--- config.mk ---
export PLATFORM = sky130hd
export DESIGN_NAME = fpu_addsub_param_flat
export DESIGN_NICKNAME = d
export VERILOG_FILES = /design/src/rtl/fpu_addsub_param_if.sv /design/src/rtl/fpu_addsub_param.sv /design/src/flat_wrapper.sv
export SDC_FILE = /design/constraint.sdc
export NUM_CORES = 1
export LEC_CHECK = 0
export BUFFER_PORTS_ARGS = -buffer_cell sky130_fd_sc_hd__clkbuf_2
export CORE_MARGIN = 1
export CORE_UTILIZATION = 49
export DETAILED_ROUTE_END_ITERATION = 10
export PLACE_DENSITY = 0.7
export SYNTH_ARGS = -nofsm -noshare
export SYNTH_HDL_FRONTEND = slang
export SYNTH_SLANG_ARGS = --single-unit
export TNS_END_PERCENT = 1
--- constraint.sdc ---
create_clock -name clk -period 16.5 [get_ports clk]
set_input_delay 1.65 -clock clk [delete_from_list [all_inputs] [get_ports clk]]
set_output_delay 1.65 -clock clk [all_outputs]
set_load 0.005 [all_outputs]
--- src/rtl/fpu_addsub_param_if.sv ---
`default_nettype none
// ============================================================================
// Module   : fpu_addsub_param_if
// Brief    : Operand/result handshake bundle for fpu_addsub_param.
// Revision : 1.0
// ============================================================================
interface fpu_addsub_param_if #(
    parameter int EXP_W = 8,
    parameter int MAN_W = 23
);
    localparam int W = 1 + EXP_W + MAN_W;

    logic [W-1:0] din1;
    logic [W-1:0] din2;
    logic         op;
    logic         in_valid;
    logic         in_ready;
    logic [W-1:0] result;
    logic [2:0]   flags;
    logic         out_valid;
    logic         out_ready;

    modport master (
        output din1, din2, op, in_valid, out_ready,
        input  in_ready, result, flags, out_valid
    );

    modport slave (
        input  din1, din2, op, in_valid, out_ready,
        output in_ready, result, flags, out_valid
    );
endinterface
`default_nettype wire

--- src/rtl/fpu_addsub_param.sv ---
`default_nettype none
// ============================================================================
// Module   : fpu_addsub_param
// Brief    : Multi-cycle IEEE-754 add/subtract, RNE rounding, parametric widths.
//            Define FPU_ADDSUB_SUBNORMAL_EN for gradual underflow (else flush).
// Revision : 1.0
// ============================================================================
module fpu_addsub_param #(
    parameter int EXP_W = 8,
    parameter int MAN_W = 23
) (
    input  wire logic         clk,
    input  wire logic         reset,
    fpu_addsub_param_if.slave bus
);
    localparam int c_W   = 1 + EXP_W + MAN_W;
    localparam int c_SW  = MAN_W + 1;
    localparam int c_EXT = MAN_W + 4;
    localparam logic [31:0]      c_SHMAX = 32'(MAN_W + 3);
    localparam logic [EXP_W:0]   c_EMAX  = {1'b0, {EXP_W{1'b1}}};
    localparam logic [EXP_W:0]   c_ONE_E = {{EXP_W{1'b0}}, 1'b1};
    localparam logic [EXP_W-1:0] c_ONE_X = {{(EXP_W-1){1'b0}}, 1'b1};
    localparam logic [c_W-1:0]   c_QNAN  = {1'b0, {EXP_W{1'b1}}, 1'b1, {(MAN_W-1){1'b0}}};

    typedef enum logic [2:0] {
        S_IDLE   = 3'd0,
        S_UNPACK = 3'd1,
        S_ALIGN  = 3'd2,
        S_ADD    = 3'd3,
        S_NORM   = 3'd4,
        S_ROUND  = 3'd5,
        S_DONE   = 3'd6
    } state_t;

    state_t           r_state;
    logic             r_in_ready, r_out_valid;
    logic [c_W-1:0]   r_result;
    logic [2:0]       r_flags;
    logic [c_W-1:0]   r_a, r_b;
    logic             r_op;
    logic             r_sa, r_sb, r_special;
    logic [EXP_W-1:0] r_ea, r_eb;
    logic [c_SW-1:0]  r_ma, r_mb;
    logic [c_W-1:0]   r_spec_res;
    logic [2:0]       r_spec_flags;
    logic             r_s, r_sub, r_zero;
    logic [EXP_W:0]   r_e, r_ne;
    logic [c_EXT-1:0] r_mx, r_my, r_nm;
    logic [c_EXT:0]   r_sum;

    // ---------------- unpack / classify ----------------
    logic             w_sa, w_sb;
    logic [EXP_W-1:0] w_xa, w_xb, w_ea, w_eb;
    logic [MAN_W-1:0] w_fa, w_fb;
    logic [c_SW-1:0]  w_ma, w_mb;
    logic w_a_den, w_b_den, w_a_inf, w_b_inf, w_a_nan, w_b_nan, w_a_snan, w_b_snan;

    assign w_sa     = r_a[c_W-1];
    assign w_sb     = r_b[c_W-1] ^ r_op;
    assign w_xa     = r_a[c_W-2 -: EXP_W];
    assign w_xb     = r_b[c_W-2 -: EXP_W];
    assign w_fa     = r_a[MAN_W-1:0];
    assign w_fb     = r_b[MAN_W-1:0];
    assign w_a_den  = ~|w_xa;
    assign w_b_den  = ~|w_xb;
    assign w_a_inf  = (&w_xa) & ~|w_fa;
    assign w_b_inf  = (&w_xb) & ~|w_fb;
    assign w_a_nan  = (&w_xa) & |w_fa;
    assign w_b_nan  = (&w_xb) & |w_fb;
    assign w_a_snan = w_a_nan & ~w_fa[MAN_W-1];
    assign w_b_snan = w_b_nan & ~w_fb[MAN_W-1];
    // Zero and subnormal both sit at effective exponent 1 so alignment is uniform.
    assign w_ea     = w_a_den ? c_ONE_X : w_xa;
    assign w_eb     = w_b_den ? c_ONE_X : w_xb;
`ifdef FPU_ADDSUB_SUBNORMAL_EN
    assign w_ma     = {~w_a_den, w_fa};
    assign w_mb     = {~w_b_den, w_fb};
`else
    assign w_ma     = w_a_den ? {c_SW{1'b0}} : {1'b1, w_fa};
    assign w_mb     = w_b_den ? {c_SW{1'b0}} : {1'b1, w_fb};
`endif

    logic           w_special;
    logic [c_W-1:0] w_spec_res;
    logic [2:0]     w_spec_flags;
    always_comb begin
        w_special    = 1'b1;
        w_spec_res   = c_QNAN;
        w_spec_flags = 3'b000;
        if (w_a_nan || w_b_nan)
            w_spec_flags = {w_a_snan | w_b_snan, 2'b00};
        else if (w_a_inf && w_b_inf && (w_sa != w_sb))
            w_spec_flags = 3'b100;
        else if (w_a_inf)
            w_spec_res = {w_sa, {EXP_W{1'b1}}, {MAN_W{1'b0}}};
        else if (w_b_inf)
            w_spec_res = {w_sb, {EXP_W{1'b1}}, {MAN_W{1'b0}}};
        else
            w_special = 1'b0;
    end

    // ---------------- align ----------------
    logic             w_a_ge, w_lost;
    logic [EXP_W-1:0] w_ebig, w_esml, w_diff;
    logic [c_SW-1:0]  w_mbig, w_msml;
    logic [31:0]      w_sh;
    logic [c_EXT-1:0] w_ext, w_shr, w_my;

    assign w_a_ge = {r_ea, r_ma} >= {r_eb, r_mb};
    assign w_ebig = w_a_ge ? r_ea : r_eb;
    assign w_esml = w_a_ge ? r_eb : r_ea;
    assign w_mbig = w_a_ge ? r_ma : r_mb;
    assign w_msml = w_a_ge ? r_mb : r_ma;
    assign w_diff = w_ebig - w_esml;
    assign w_sh   = (32'(w_diff) > c_SHMAX) ? c_SHMAX : 32'(w_diff);
    assign w_ext  = {w_msml, 3'b000};
    assign w_shr  = w_ext >> w_sh;
    assign w_lost = |(w_ext & ~({c_EXT{1'b1}} << w_sh));
    assign w_my   = {w_shr[c_EXT-1:1], w_shr[0] | w_lost};

    // ---------------- normalise ----------------
    logic [c_EXT-1:0] w_low, w_nm;
    logic [EXP_W:0]   w_ne;
    logic [31:0]      w_lz, w_lim, w_lsh;

    assign w_low = r_sum[c_EXT-1:0];
    always_comb begin
        w_lz = 32'(c_EXT);
        for (int i = 0; i < c_EXT; i++)
            if (w_low[i]) w_lz = 32'(c_EXT - 1 - i);
    end
    // Left shift may not push the exponent below 1; the remainder stays subnormal.
    assign w_lim = 32'(r_e) - 32'd1;
    assign w_lsh = (w_lz > w_lim) ? w_lim : w_lz;
    always_comb begin
        if (r_sum[c_EXT]) begin
            w_nm = {r_sum[c_EXT:2], r_sum[1] | r_sum[0]};
            w_ne = r_e + c_ONE_E;
        end else begin
            w_nm = w_low << w_lsh;
            w_ne = r_e - (EXP_W+1)'(w_lsh);
        end
    end

    // ---------------- round / pack ----------------
    logic             w_up, w_inx, w_ovf;
    logic [MAN_W+1:0] w_mr;
    logic [c_SW-1:0]  w_mf;
    logic [EXP_W:0]   w_ef;
    logic [c_W-1:0]   w_res;
    logic [2:0]       w_flg;

    assign w_up  = r_nm[2] & (r_nm[1] | r_nm[0] | r_nm[3]);
    assign w_inx = |r_nm[2:0];
    assign w_mr  = {1'b0, r_nm[c_EXT-1:3]} + {{(MAN_W+1){1'b0}}, w_up};
    assign w_mf  = w_mr[MAN_W+1] ? w_mr[MAN_W+1:1] : w_mr[MAN_W:0];
    assign w_ef  = w_mr[MAN_W+1] ? r_ne + c_ONE_E : r_ne;
    assign w_ovf = w_ef >= c_EMAX;

    always_comb begin
        w_res = {r_s, w_mf[MAN_W] ? w_ef[EXP_W-1:0] : {EXP_W{1'b0}}, w_mf[MAN_W-1:0]};
        w_flg = {2'b00, w_inx};
        if (r_special) begin
            w_res = r_spec_res;
            w_flg = r_spec_flags;
        end else if (r_zero) begin
            w_res = {~r_sub & r_s, {(c_W-1){1'b0}}};
            w_flg = 3'b000;
        end else if (w_ovf) begin
            w_res = {r_s, {EXP_W{1'b1}}, {MAN_W{1'b0}}};
            w_flg = 3'b011;
`ifndef FPU_ADDSUB_SUBNORMAL_EN
        end else if (!r_nm[c_EXT-1]) begin
            w_res = {r_s, {(c_W-1){1'b0}}};
            w_flg = 3'b001;
`endif
        end
    end

    // ---------------- control and pipeline registers ----------------
    always_ff @(posedge clk or negedge reset) begin
        if (!reset) begin
            r_state      <= S_IDLE;
            r_in_ready   <= 1'b0;
            r_out_valid  <= 1'b0;
            r_result     <= '0;
            r_flags      <= '0;
            r_a          <= '0;
            r_b          <= '0;
            r_op         <= 1'b0;
            r_sa         <= 1'b0;
            r_sb         <= 1'b0;
            r_ea         <= '0;
            r_eb         <= '0;
            r_ma         <= '0;
            r_mb         <= '0;
            r_special    <= 1'b0;
            r_spec_res   <= '0;
            r_spec_flags <= '0;
            r_s          <= 1'b0;
            r_sub        <= 1'b0;
            r_e          <= '0;
            r_mx         <= '0;
            r_my         <= '0;
            r_sum        <= '0;
            r_nm         <= '0;
            r_ne         <= '0;
            r_zero       <= 1'b0;
        end else begin
            case (r_state)
                S_IDLE: begin
                    r_in_ready <= 1'b1;
                    if (bus.in_valid && r_in_ready) begin
                        r_a        <= bus.din1;
                        r_b        <= bus.din2;
                        r_op       <= bus.op;
                        r_in_ready <= 1'b0;
                        r_state    <= S_UNPACK;
                    end
                end
                S_UNPACK: begin
                    r_sa         <= w_sa;
                    r_sb         <= w_sb;
                    r_ea         <= w_ea;
                    r_eb         <= w_eb;
                    r_ma         <= w_ma;
                    r_mb         <= w_mb;
                    r_special    <= w_special;
                    r_spec_res   <= w_spec_res;
                    r_spec_flags <= w_spec_flags;
                    r_state      <= S_ALIGN;
                end
                S_ALIGN: begin
                    r_s     <= w_a_ge ? r_sa : r_sb;
                    r_sub   <= r_sa ^ r_sb;
                    r_e     <= {1'b0, w_ebig};
                    r_mx    <= {w_mbig, 3'b000};
                    r_my    <= w_my;
                    r_state <= S_ADD;
                end
                S_ADD: begin
                    r_sum   <= r_sub ? ({1'b0, r_mx} - {1'b0, r_my})
                                     : ({1'b0, r_mx} + {1'b0, r_my});
                    r_state <= S_NORM;
                end
                S_NORM: begin
                    r_nm    <= w_nm;
                    r_ne    <= w_ne;
                    r_zero  <= ~|r_sum;
                    r_state <= S_ROUND;
                end
                S_ROUND: begin
                    r_result <= w_res;
                    r_flags  <= w_flg;
                    r_state  <= S_DONE;
                end
                S_DONE: begin
                    // Result settles for one cycle before out_valid is raised.
                    if (!r_out_valid) begin
                        r_out_valid <= 1'b1;
                    end else if (bus.out_ready) begin
                        r_out_valid <= 1'b0;
                        r_in_ready  <= 1'b1;
                        r_state     <= S_IDLE;
                    end
                end
                default: r_state <= S_IDLE;
            endcase
        end
    end

    assign bus.in_ready  = r_in_ready;
    assign bus.out_valid = r_out_valid;
    assign bus.result    = r_result;
    assign bus.flags     = r_flags;
endmodule
`default_nettype wire

--- src/flat_wrapper.sv ---
// flat-port wrapper written by rule: the top's interface ports become plain ports
module fpu_addsub_param_flat 
#(
    parameter int EXP_W = 8,
    parameter int MAN_W = 23
)
  (clk, reset, bus_din1, bus_din2, bus_op, bus_in_valid, bus_out_ready, bus_in_ready, bus_result, bus_flags, bus_out_valid);
  fpu_addsub_param_if #(.EXP_W(EXP_W), .MAN_W(MAN_W)) bus_i ();
  input  wire logic clk;
  input  wire logic reset;
  input wire logic [$bits(bus_i.din1)-1:0] bus_din1;
  input wire logic [$bits(bus_i.din2)-1:0] bus_din2;
  input wire logic [$bits(bus_i.op)-1:0] bus_op;
  input wire logic [$bits(bus_i.in_valid)-1:0] bus_in_valid;
  input wire logic [$bits(bus_i.out_ready)-1:0] bus_out_ready;
  output wire logic [$bits(bus_i.in_ready)-1:0] bus_in_ready;
  output wire logic [$bits(bus_i.result)-1:0] bus_result;
  output wire logic [$bits(bus_i.flags)-1:0] bus_flags;
  output wire logic [$bits(bus_i.out_valid)-1:0] bus_out_valid;
  assign bus_i.din1 = bus_din1;
  assign bus_i.din2 = bus_din2;
  assign bus_i.op = bus_op;
  assign bus_i.in_valid = bus_in_valid;
  assign bus_i.out_ready = bus_out_ready;
  assign bus_in_ready = bus_i.in_ready;
  assign bus_result = bus_i.result;
  assign bus_flags = bus_i.flags;
  assign bus_out_valid = bus_i.out_valid;
  fpu_addsub_param #(.EXP_W(EXP_W), .MAN_W(MAN_W)) u_core (.clk(clk), .reset(reset), .bus(bus_i));
endmodule
Yosys cells after proc, flatten, opt, wreduce, memory -nomap -nowiden --
Index checks and enable logic that the tools add are counted.
Word-level totals: register bits 333, latch bits 0, bits in writable memories 0, bits in read-only memories 0, bits of input ports 69, word-level logic and storage cells 164, memories 0
Cells by class: add/subtract/negate cells 8, multipliers 0, divide/modulo/power cells 0, order comparisons 4, eq/ne operators 10, shifts and indexed selects 3, multiplexer cells 72, bitwise gates (word level) 20, reductions and logical operators 21
Operator list (number):
- 32-bit 2-to-1 mux | 7
- 24-bit 2-to-1 mux | 5
- 5-bit 2-to-1 mux | 16
- 31-bit 2-to-1 mux | 2
- 8-bit 2-to-1 mux | 6
- 23-bit OR reduction | 2
- 32-bit >= comparator | 1
- 5-bit by 32-bit > comparator with 1-bit output | 1
- 4-bit 2-to-1 mux | 8
- 27-bit by 32-bit left shift with 27-bit output | 1
- 27-bit by 32-bit left shift with 27-bit output, first input constant | 1
- 27-bit by 32-bit >> shifter with 27-bit output | 1
- 27-bit by 27-bit adder with 28-bit output | 1
- 28-bit 2-to-1 mux | 1
- 28-bit OR reduction | 1
- 27-bit by 27-bit subtractor with 28-bit output | 1
- 27-bit AND | 1
- 27-bit 2-to-1 mux | 1
- 27-bit NOT | 1
- 27-bit OR reduction | 1
- 24-bit by 1-bit adder with 25-bit output | 1
- 3-bit 2-to-1 mux | 8
- 3-bit case mux with 7 select lines | 1
- 9-bit 2-to-1 mux | 2
- other kinds (30) | 67

Depth between registers and ports, before layout --
Gate-level depths: netlist of the first run.
depth in word-level cells 31, gate-level depth with buffers 35, depth with buffers taken out 32

Worst setup path before layout of the first run --
Ideal clock, no wire load.
path type flip-flop to flip-flop, start reg u_core.r_mb[17], end reg u_core.r_my[11], data arrival time 6.782 ns, slack 9.635 ns, cell stages (with the launch flop) 28, path buffers 6, period minus slack after synthesis 6.865 ns, path through dfrtp_1 inv_1 ha_1 a21oi_1 o21ai_0 a2111oi_2 o21ai_1 o21ai_2 buf_6 buf_4 clkbuf_1 clkbuf_1 buf_1 mux2_2 ha_1 nor2_1 nor2_1 or3_1 o221ai_2 o221ai_1 or4_1 buf_2 a2111oi_4 mux2_2 o21ai_1 mux2i_1 mux2_2 o22ai_1
On the way: longest elaborated chain between the ends 6, elaborated cells on any way between the ends 8, those cells by class 1 x add/sub; 2 x order compare; 1 x shift; 4 x mux
RTL lines:
- start: declaration | line fpu_addsub_param.sv:43 | logic [c_SW-1:0] r_ma, r_mb;
- start signal: assignment | line fpu_addsub_param.sv:227 | r_mb <= w_mb;
- 32-bit >= comparator | line fpu_addsub_param.sv:109 | assign w_a_ge = {r_ea, r_ma} >= {r_eb, r_mb};
- 8-bit 2-to-1 mux, on equally long branches | line fpu_addsub_param.sv:110, fpu_addsub_param.sv:111
- 8-bit subtractor | line fpu_addsub_param.sv:114 | assign w_diff = w_ebig - w_esml;
- 8-bit by 5-bit > comparator with 1-bit output | line fpu_addsub_param.sv:115 | assign w_sh = (32'(w_diff) > c_SHMAX) ? c_SHMAX : 32'(w_diff);
- 8-bit 2-to-1 mux | line fpu_addsub_param.sv:115
- 27-bit by 32-bit >> shifter with 27-bit output (*) | line fpu_addsub_param.sv:117 | assign w_shr = w_ext >> w_sh;
- end signal: assignment | line fpu_addsub_param.sv:238 | r_my <= w_my;
- end: declaration | line fpu_addsub_param.sv:48 | logic [c_EXT-1:0] r_mx, r_my, r_nm;
Every way passes the cells marked *; elsewhere a longest branch is shown, timed or not. A chain may end at the register's enable or synchronous reset.

Worst setup path after layout of the first run --
start reg u_core.r_mb[15], end reg u_core.r_my[0]
On the way: longest elaborated chain between the ends 10, elaborated cells on any way between the ends 13, those cells by class 1 x add/sub; 2 x order compare; 2 x shift; 4 x mux; 3 x bitwise; 1 x reduce/logical
RTL lines:
- 32-bit >= comparator | line fpu_addsub_param.sv:109
- 8-bit 2-to-1 mux, on equally long branches | line fpu_addsub_param.sv:110, fpu_addsub_param.sv:111
- 8-bit subtractor | line fpu_addsub_param.sv:114
- 8-bit by 5-bit > comparator with 1-bit output | line fpu_addsub_param.sv:115
- 8-bit 2-to-1 mux | line fpu_addsub_param.sv:115
- 27-bit by 32-bit left shift with 27-bit output | line fpu_addsub_param.sv:118 | assign w_lost = |(w_ext & ~({c_EXT{1'b1}} << w_sh));
- 27-bit NOT | line fpu_addsub_param.sv:118
- 27-bit AND | line fpu_addsub_param.sv:118
- 27-bit OR reduction | line fpu_addsub_param.sv:118
- 1-bit bitwise OR (*) | line fpu_addsub_param.sv:119 | assign w_my = {w_shr[c_EXT-1:1], w_shr[0] | w_lost};
Marks and branches as above.

==> flow_summary.json, run 1 <==
{
  "setup_viol": 0,
  "place_congestion": 0.9678,
  "synth.distinct_cells": 78,
  "ctsResizeCount": 0,
  "antenna_cells": 0,
  "cts-root-buf": "clkbuf_16",
  "max_clock_freq_mhz": 140.6,
  "crit_arrival_ps": 7540,
  "post_cts_buffers": 0,
  "drive_gt1_frac": 0.1255,
  "num_rows": 73,
  "synth_edf_count": 0,
  "ctsHoldBuffers": 0,
  "ys_seq_area_frac": 0.3755,
  "grt_overflow": 0,
  "layout.nets": 2496,
  "slowest_delay_ps": 900,
  "critPathMaxFanout": 30,
  "vias": 17410,
  "timing.slew.headroom": 0.1485,
  "initial_core_util": 0.5019,
  "cp-end-kind": "flip-flop",
  "drt-total-wl_mm": 58.17,
  "path_cells": "inv_1 -> ha_1 -> a221oi_1 -> o21ai_0 -> a21oi_1 -> a31oi_2 -> o21ai_4 -> mux2_2 -> ha_1 -> nand2_1 -> a2111oi_1 -> a211oi_2 -> buf_4 -> nand2_1 -> mux2_2 -> and2_1 -> o32a_1",
  "grt_pass1_wl_mm": 94.06,
  "cts_made_buffers": 35,
  "outcome": "finished clean",
  "core_sq_mm": 0.04010,
  "grt_max_degree": 101,
  "hold_path.class": "reg -> reg",
  "clkLatencyLatePin_ps": 550,
  "rsz0062_at_grt": "no",
  "cts.path.max_buffers": 3,
  "finClkSkew_ps": 24.04,
  "syn_inst": 2284,
  "cts_tree": "done",
  "die_w_um": 204.7,
  "yosys_warnings": 0,
  "syn_avg_cell_area_sq_um": 8.812,
  "finalHoldViolations": 0,
  "tightest_slew_ps": 1277,
  "drc": 0,
  "first_global_vias": 16900,
  "dieArea_sq_mm": 0.04189,
  "antenna_left": 0,
  "drtPass1Iterations": 5,
  "dieHeight_um": 204.7,
  "async_flop_share": 1.000,
  "ioPinCount": 106,
  "maxCapViolCount": 0,
  "dp.cells": 2814,
  "tns_ps": 0,
  "synth_fp_nets": 2454,
  "worstPathRequired_ps": 16930,
  "fin_crit_sh": 0.4312,
  "cts_sinks": 302,
  "grt_use_total": 0.2836,
  "clkSlewWorstSetupHoldPaths_ps": 70,
  "drt-wirelength-per-cell_um": 20.23,
  "r2r_slack_ps": 9390,
  "ys_ff_latch": 302,
  "hold-worst-slack_ps": 468.3,
  "htree_num_levels": 2,
  "min_period_ps": 7114,
  "cp_slowest_cell": "ha_1",
  "stdcell_count": 2875,
  "report.final.slew_viol_count": 0,
  "antenna_found_initial": 0,
  "worst-setup-path-type": "reg -> reg",
  "syn_area_sq_mm": 0.02013,
  "hpwl_mm": 43.57,
  "area_growth_pct": 10.09,
  "first_iter_violations": 1383,
  "start_kind": "flip-flop",
  "vias_per_cell": 6.055,
  "fill_cells": 3638,
  "numPortBuffers": 105,
  "synthFlopType": "dfrtp_1"
}
==> cell families after synthesis <==
group,count (synthesis),share of synthesized area
fa+ha+maj,101,0.06354
xor+xnor,66,0.02872
flops,302,0.3755
compound gates,634,0.2052
simple gates,701,0.1551
mux,242,0.1256
buf+inv,238,0.04638
==> synth_stat cells (19+ instances only) <==
| master | instances | area (sq um) |
|---|---|---|
| o21ai_0 | 223 | 1116 |
| o211ai_1 | 34 | 255.2 |
| xor2_1 | 28 | 245.2 |
| xnor2_1 | 38 | 332.8 |
| nor2_1 | 161 | 604.3 |
| nor4_1 | 29 | 181.4 |
| dfrtp_1 | 302 | 7557 |
| mux2_2 | 84 | 945.9 |
| inv_1 | 111 | 416.7 |
| a21oi_1 | 104 | 520.5 |
| ha_1 | 99 | 1239 |
| nand2_1 | 328 | 1231 |
| a211oi_1 | 19 | 142.6 |
| nand2b_1 | 20 | 125.1 |
| nor3_1 | 32 | 160.2 |
| a22o_1 | 32 | 280.3 |
| nand3_1 | 35 | 175.2 |
| clkbuf_1 | 103 | 386.6 |
| mux2i_1 | 158 | 1582 |
==> worst max-delay path: cells and delay by family (launching register included) <==
family / cells / cell delay, ps
AOI/OAI and AO/OA: 8 / 2940
and+or+nand+nor: 3 / 1260
adders and majority gates: 2 / 1240
muxes: 2 / 860
DFF: 1 / 350
buffers and inverters: 2 / 310
==> stage by stage <==
| stage | cell area (sq um) | util | worst slack [ps] |
|---|---|---|---|
| final | 22160 | 0.5526 | 9386 |
| after CTS | 22160 | 0.5526 | 9477 |
| after global routing | 22160 | 0.5526 | 8881 |
| after floorplan | 20130 | - | 9635 |
| after global placement | 21060 | 0.5251 | 9579 |
| after detailed placement | 21060 | 0.5251 | 9523 |
==> metal layers <==
layer  global-route usage  vias to the layer above  part of all wire
met2               0.4421                      507              0.46
met5                    0                        -                 0
met3              0.03484                      105             0.050
li1                     -                     8329                 -
met4              0.09462                        0             0.028
met1               0.4061                     8468              0.47
==> flip-flops by register name (all words and copies together), names as in the netlist, 8 cells and up <==
signal / count
u_core.r_eb: 8
u_core.r_mx: 24
u_core.r_sum: 28
u_core.r_e: 8
u_core.r_a: 32
u_core.r_ma: 24
u_core.r_nm: 27
u_core.r_ne: 9
u_core.r_ea: 8
u_core.r_my: 27
u_core.r_b: 32
u_core.r_mb: 24
u_core.bus.result: 32
==> worst paths after layout <==
kind                                  startpoint               endpoint  cells after the start
hold / removal             u_core.r_spec_res[30]  u_core.r_spec_res[30]                      1
setup reg to reg                 u_core.r_mb[15]         u_core.r_my[0]                     17
hold reg to reg            u_core.r_spec_res[30]  u_core.r_spec_res[30]                      1
max in group asynchronous                  reset  u_core.r_spec_res[31]                      3
setup / recovery                 u_core.r_mb[15]         u_core.r_my[0]                     17
min in group asynchronous                  reset         u_core.r_mx[6]                      1
==> layout make-up <==
type	count	area (sq um)	share of cell area
Multi-Input combinational cell	1744	11690	0.5276
Sequential cell	302	7557	0.3411
Clock buffer	48	985.9	0.04450
Timing Repair Buffer	131	730.7	0.03298
Tap cell	525	656.9	0.02965
Inverter	112	420.4	0.01897
Clock inverter	13	115.1	0.005195
==> cells in the final DEF (no fill, tap or decap), drive strengths merged, types with 7 or more instances in the layout <==
| master | instances |
|---|---|
| nand2 | 328 |
| dfrtp | 302 |
| o21ai | 235 |
| nor2 | 161 |
| mux2i | 158 |
| clkbuf | 152 |
| inv | 113 |
| a21oi | 104 |
| ha | 99 |
| mux2 | 84 |
| xnor2 | 38 |
| nand3 | 35 |
| o211ai | 34 |
| a22o | 32 |
| nor3 | 32 |
| nor4 | 29 |
| xor2 | 28 |
| buf | 27 |
| a211oi | 22 |
| nand2b | 20 |
| a31oi | 19 |
| a21o | 18 |
| o22ai | 18 |
| and2 | 16 |
| nor2b | 16 |
| a221oi | 16 |
| o21a | 15 |
| o31ai | 14 |
| nand4 | 14 |
| or3 | 14 |
| o21bai | 12 |
| clkinv | 10 |
| a2111oi | 9 |
| and3 | 8 |
| a32oi | 8 |
| o221ai | 8 |
| a21boi | 7 |
| nor3b | 7 |
Power of run 1 is left out: the tool's default activity adds up to more than one toggle a clock period on the data nets, which glitch-free logic cannot reach.
==> run 2, diff against run 1 <==
- clock period: 16.5 -> 7.4 ns (I/O delays scaled with it)
==> run 2 against run 1 <==
Compared with the run above: critical path type unchanged; setup slack worse by 8300 ps; critical endpoint is now u_core.r_my[10]; cell count is 0.28% higher; first-iteration DRC count is 7.2% higher; design area is 0.78% higher.
==> flow_summary.json, run 2 (same netlist as run 1, synthesis figures left out) <==
{
  "outcome": "finished clean",
  "tightest_slew_ps": 1298,
  "ff2ff_path_depth": 22,
  "die_w_um": 204.7,
  "maxCapViolCount": 0,
  "place_ws_ps": 1175,
  "clkLatencyLatePin_ps": 560,
  "finClkSkew_ps": 21.99,
  "dieArea_sq_mm": 0.04189,
  "core_sq_mm": 0.04010,
  "ctsHoldBuffers": 0,
  "initial_core_util": 0.5019,
  "r2r_slack_ps": 1070,
  "setup_viol": 0,
  "first_global_vias": 17040,
  "dieHeight_um": 204.7,
  "crit_arrival_ps": 6800,
  "r2r_end": "u_core.r_my[10]",
  "layout.nets": 2503,
  "worstPathRequired_ps": 7870,
  "grt_pass1_wl_mm": 93.91,
  "rsz0062_at_grt": "no",
  "vias": 17530,
  "max_clock_freq_mhz": 157.9,
  "grtUsageMet1": 0.3958,
  "cts_made_buffers": 36,
  "antenna_left": 0,
  "grt_overflow": 0,
  "grt_use_total": 0.2838,
  "fin_util": 0.5569,
  "critPathMaxFanout": 37,
  "clkSlewWorstSetupHoldPaths_ps": 60,
  "post_cts_buffers": 0,
  "hold_path.class": "in -> async",
  "use_met3": 0.04184,
  "cts_sinks": 302,
  "grt_busiest_layer": "met2",
  "start_kind": "flip-flop",
  "num_rows": 73,
  "antenna_cells": 0,
  "report.final.slew_viol_count": 0,
  "final_cell_mix": "nand2_1 (328), dfrtp_1 (302), o21ai_0 (223), nor2_1 (159), mux2i_1 (157)",
  "tns_ps": 0,
  "antenna_found_initial": 0,
  "startpoint": "u_core.r_mb[15]",
  "r2r-start": "u_core.r_mb[15]",
  "stdcell_count": 2883,
  "worst-setup-path-type": "reg -> reg",
  "dp.cells": 2820,
  "timing.slew.headroom": 0.1346,
  "htree_num_levels": 2,
  "first_iter_violations": 1483,
  "drt-wirelength-per-cell_um": 20.38,
  "area_growth_pct": 10.95,
  "cts_tree": "done",
  "numPortBuffers": 105,
  "ctsResizeCount": 0,
  "fin_crit_sh": 0.8556,
  "drive_gt1_frac": 0.1293,
  "vias_per_cell": 6.082,
  "hpwl_mm": 43.81,
  "cts-root-buf": "clkbuf_16",
  "finalHoldViolations": 0,
  "cp-end-kind": "flip-flop",
  "place_congestion": 0.9616,
  "cts.path.max_buffers": 3,
  "drtPass1Iterations": 6,
  "met2_usage": 0.4492,
  "grt_max_degree": 102,
  "finalWorstSetupSlack_ps": 1069,
  "drt-total-wl_mm": 58.75,
  "min_period_ps": 6331,
  "drc": 0,
  "ioPinCount": 106,
  "crit_path_end": "u_core.r_my[10]",
  "final_common_cell": "nand2_1"
}
-- run 2: worst min-delay path by stage --
stage                          startpoint                     to  slack (ps)  cells past startpoint
global placement    u_core.r_spec_res[30]  u_core.r_spec_res[30]         450                      1
CTS                                 reset       u_core.r_sum[10]         240                      1
detailed placement         u_core.r_nm[0]         u_core.r_nm[0]         470                      2
global route                        reset         u_core.r_mx[9]         270                      1
floorplan                           reset    u_core.bus.flags[0]         440                      0
finish                              reset        u_core.r_mx[14]         200                      1
-- run 2: layer usage --
layer / wire, um / vias to the layer above / part of all wire
li1: - / 8326 / -
met1: 26760 / 8529 / 0.46
met2: 26810 / 577 / 0.46
met3: 3517 / 101 / 0.060
met4: 1664 / 0 / 0.028
met5: 0 / - / 0
-- run 2: critical path: stages, from the launching register on --
cell       delay, ps
dfrtp_1          340
inv_1             80
ha_1             350
a221oi_1         290
o21ai_0          130
a21oi_1          340
a31oi_2          230
o21ai_4          210
mux2_2           370
ha_1             220
nor2_1           110
nor2_1            40
or3_1            340
o221ai_2         160
o221ai_1         160
or4_1            730
a2111oi_4        360
buf_4            430
mux2_2           390
o21ai_1          220
mux2i_1          180
a221o_1          420
a21oi_1          120
-- run 2: through the flow --
step | hold WS (ps) | cell area [sq um]
final | 204.9 | 22330
after global routing | 274.0 | 22330
after CTS | 242.6 | 22330
after detailed placement | 466.8 | 21100
after global placement | 449.3 | 21100
after floorplan | 435.0 | 20130
-- run 2: final cells by class --
| class | count | area, sq um |
|---|---|---|
| clock inverters | 10 | 136.4 |
| inverters | 112 | 420.4 |
| multi-input cells | 1744 | 11690 |
| well taps | 525 | 656.9 |
| flip-flops and latches | 302 | 7557 |
| clock buffers | 53 | 1096 |
| fillers | 3641 | 17770 |
| repair buffers | 137 | 775.7 |
Power of run 2 is left out for the same reason.
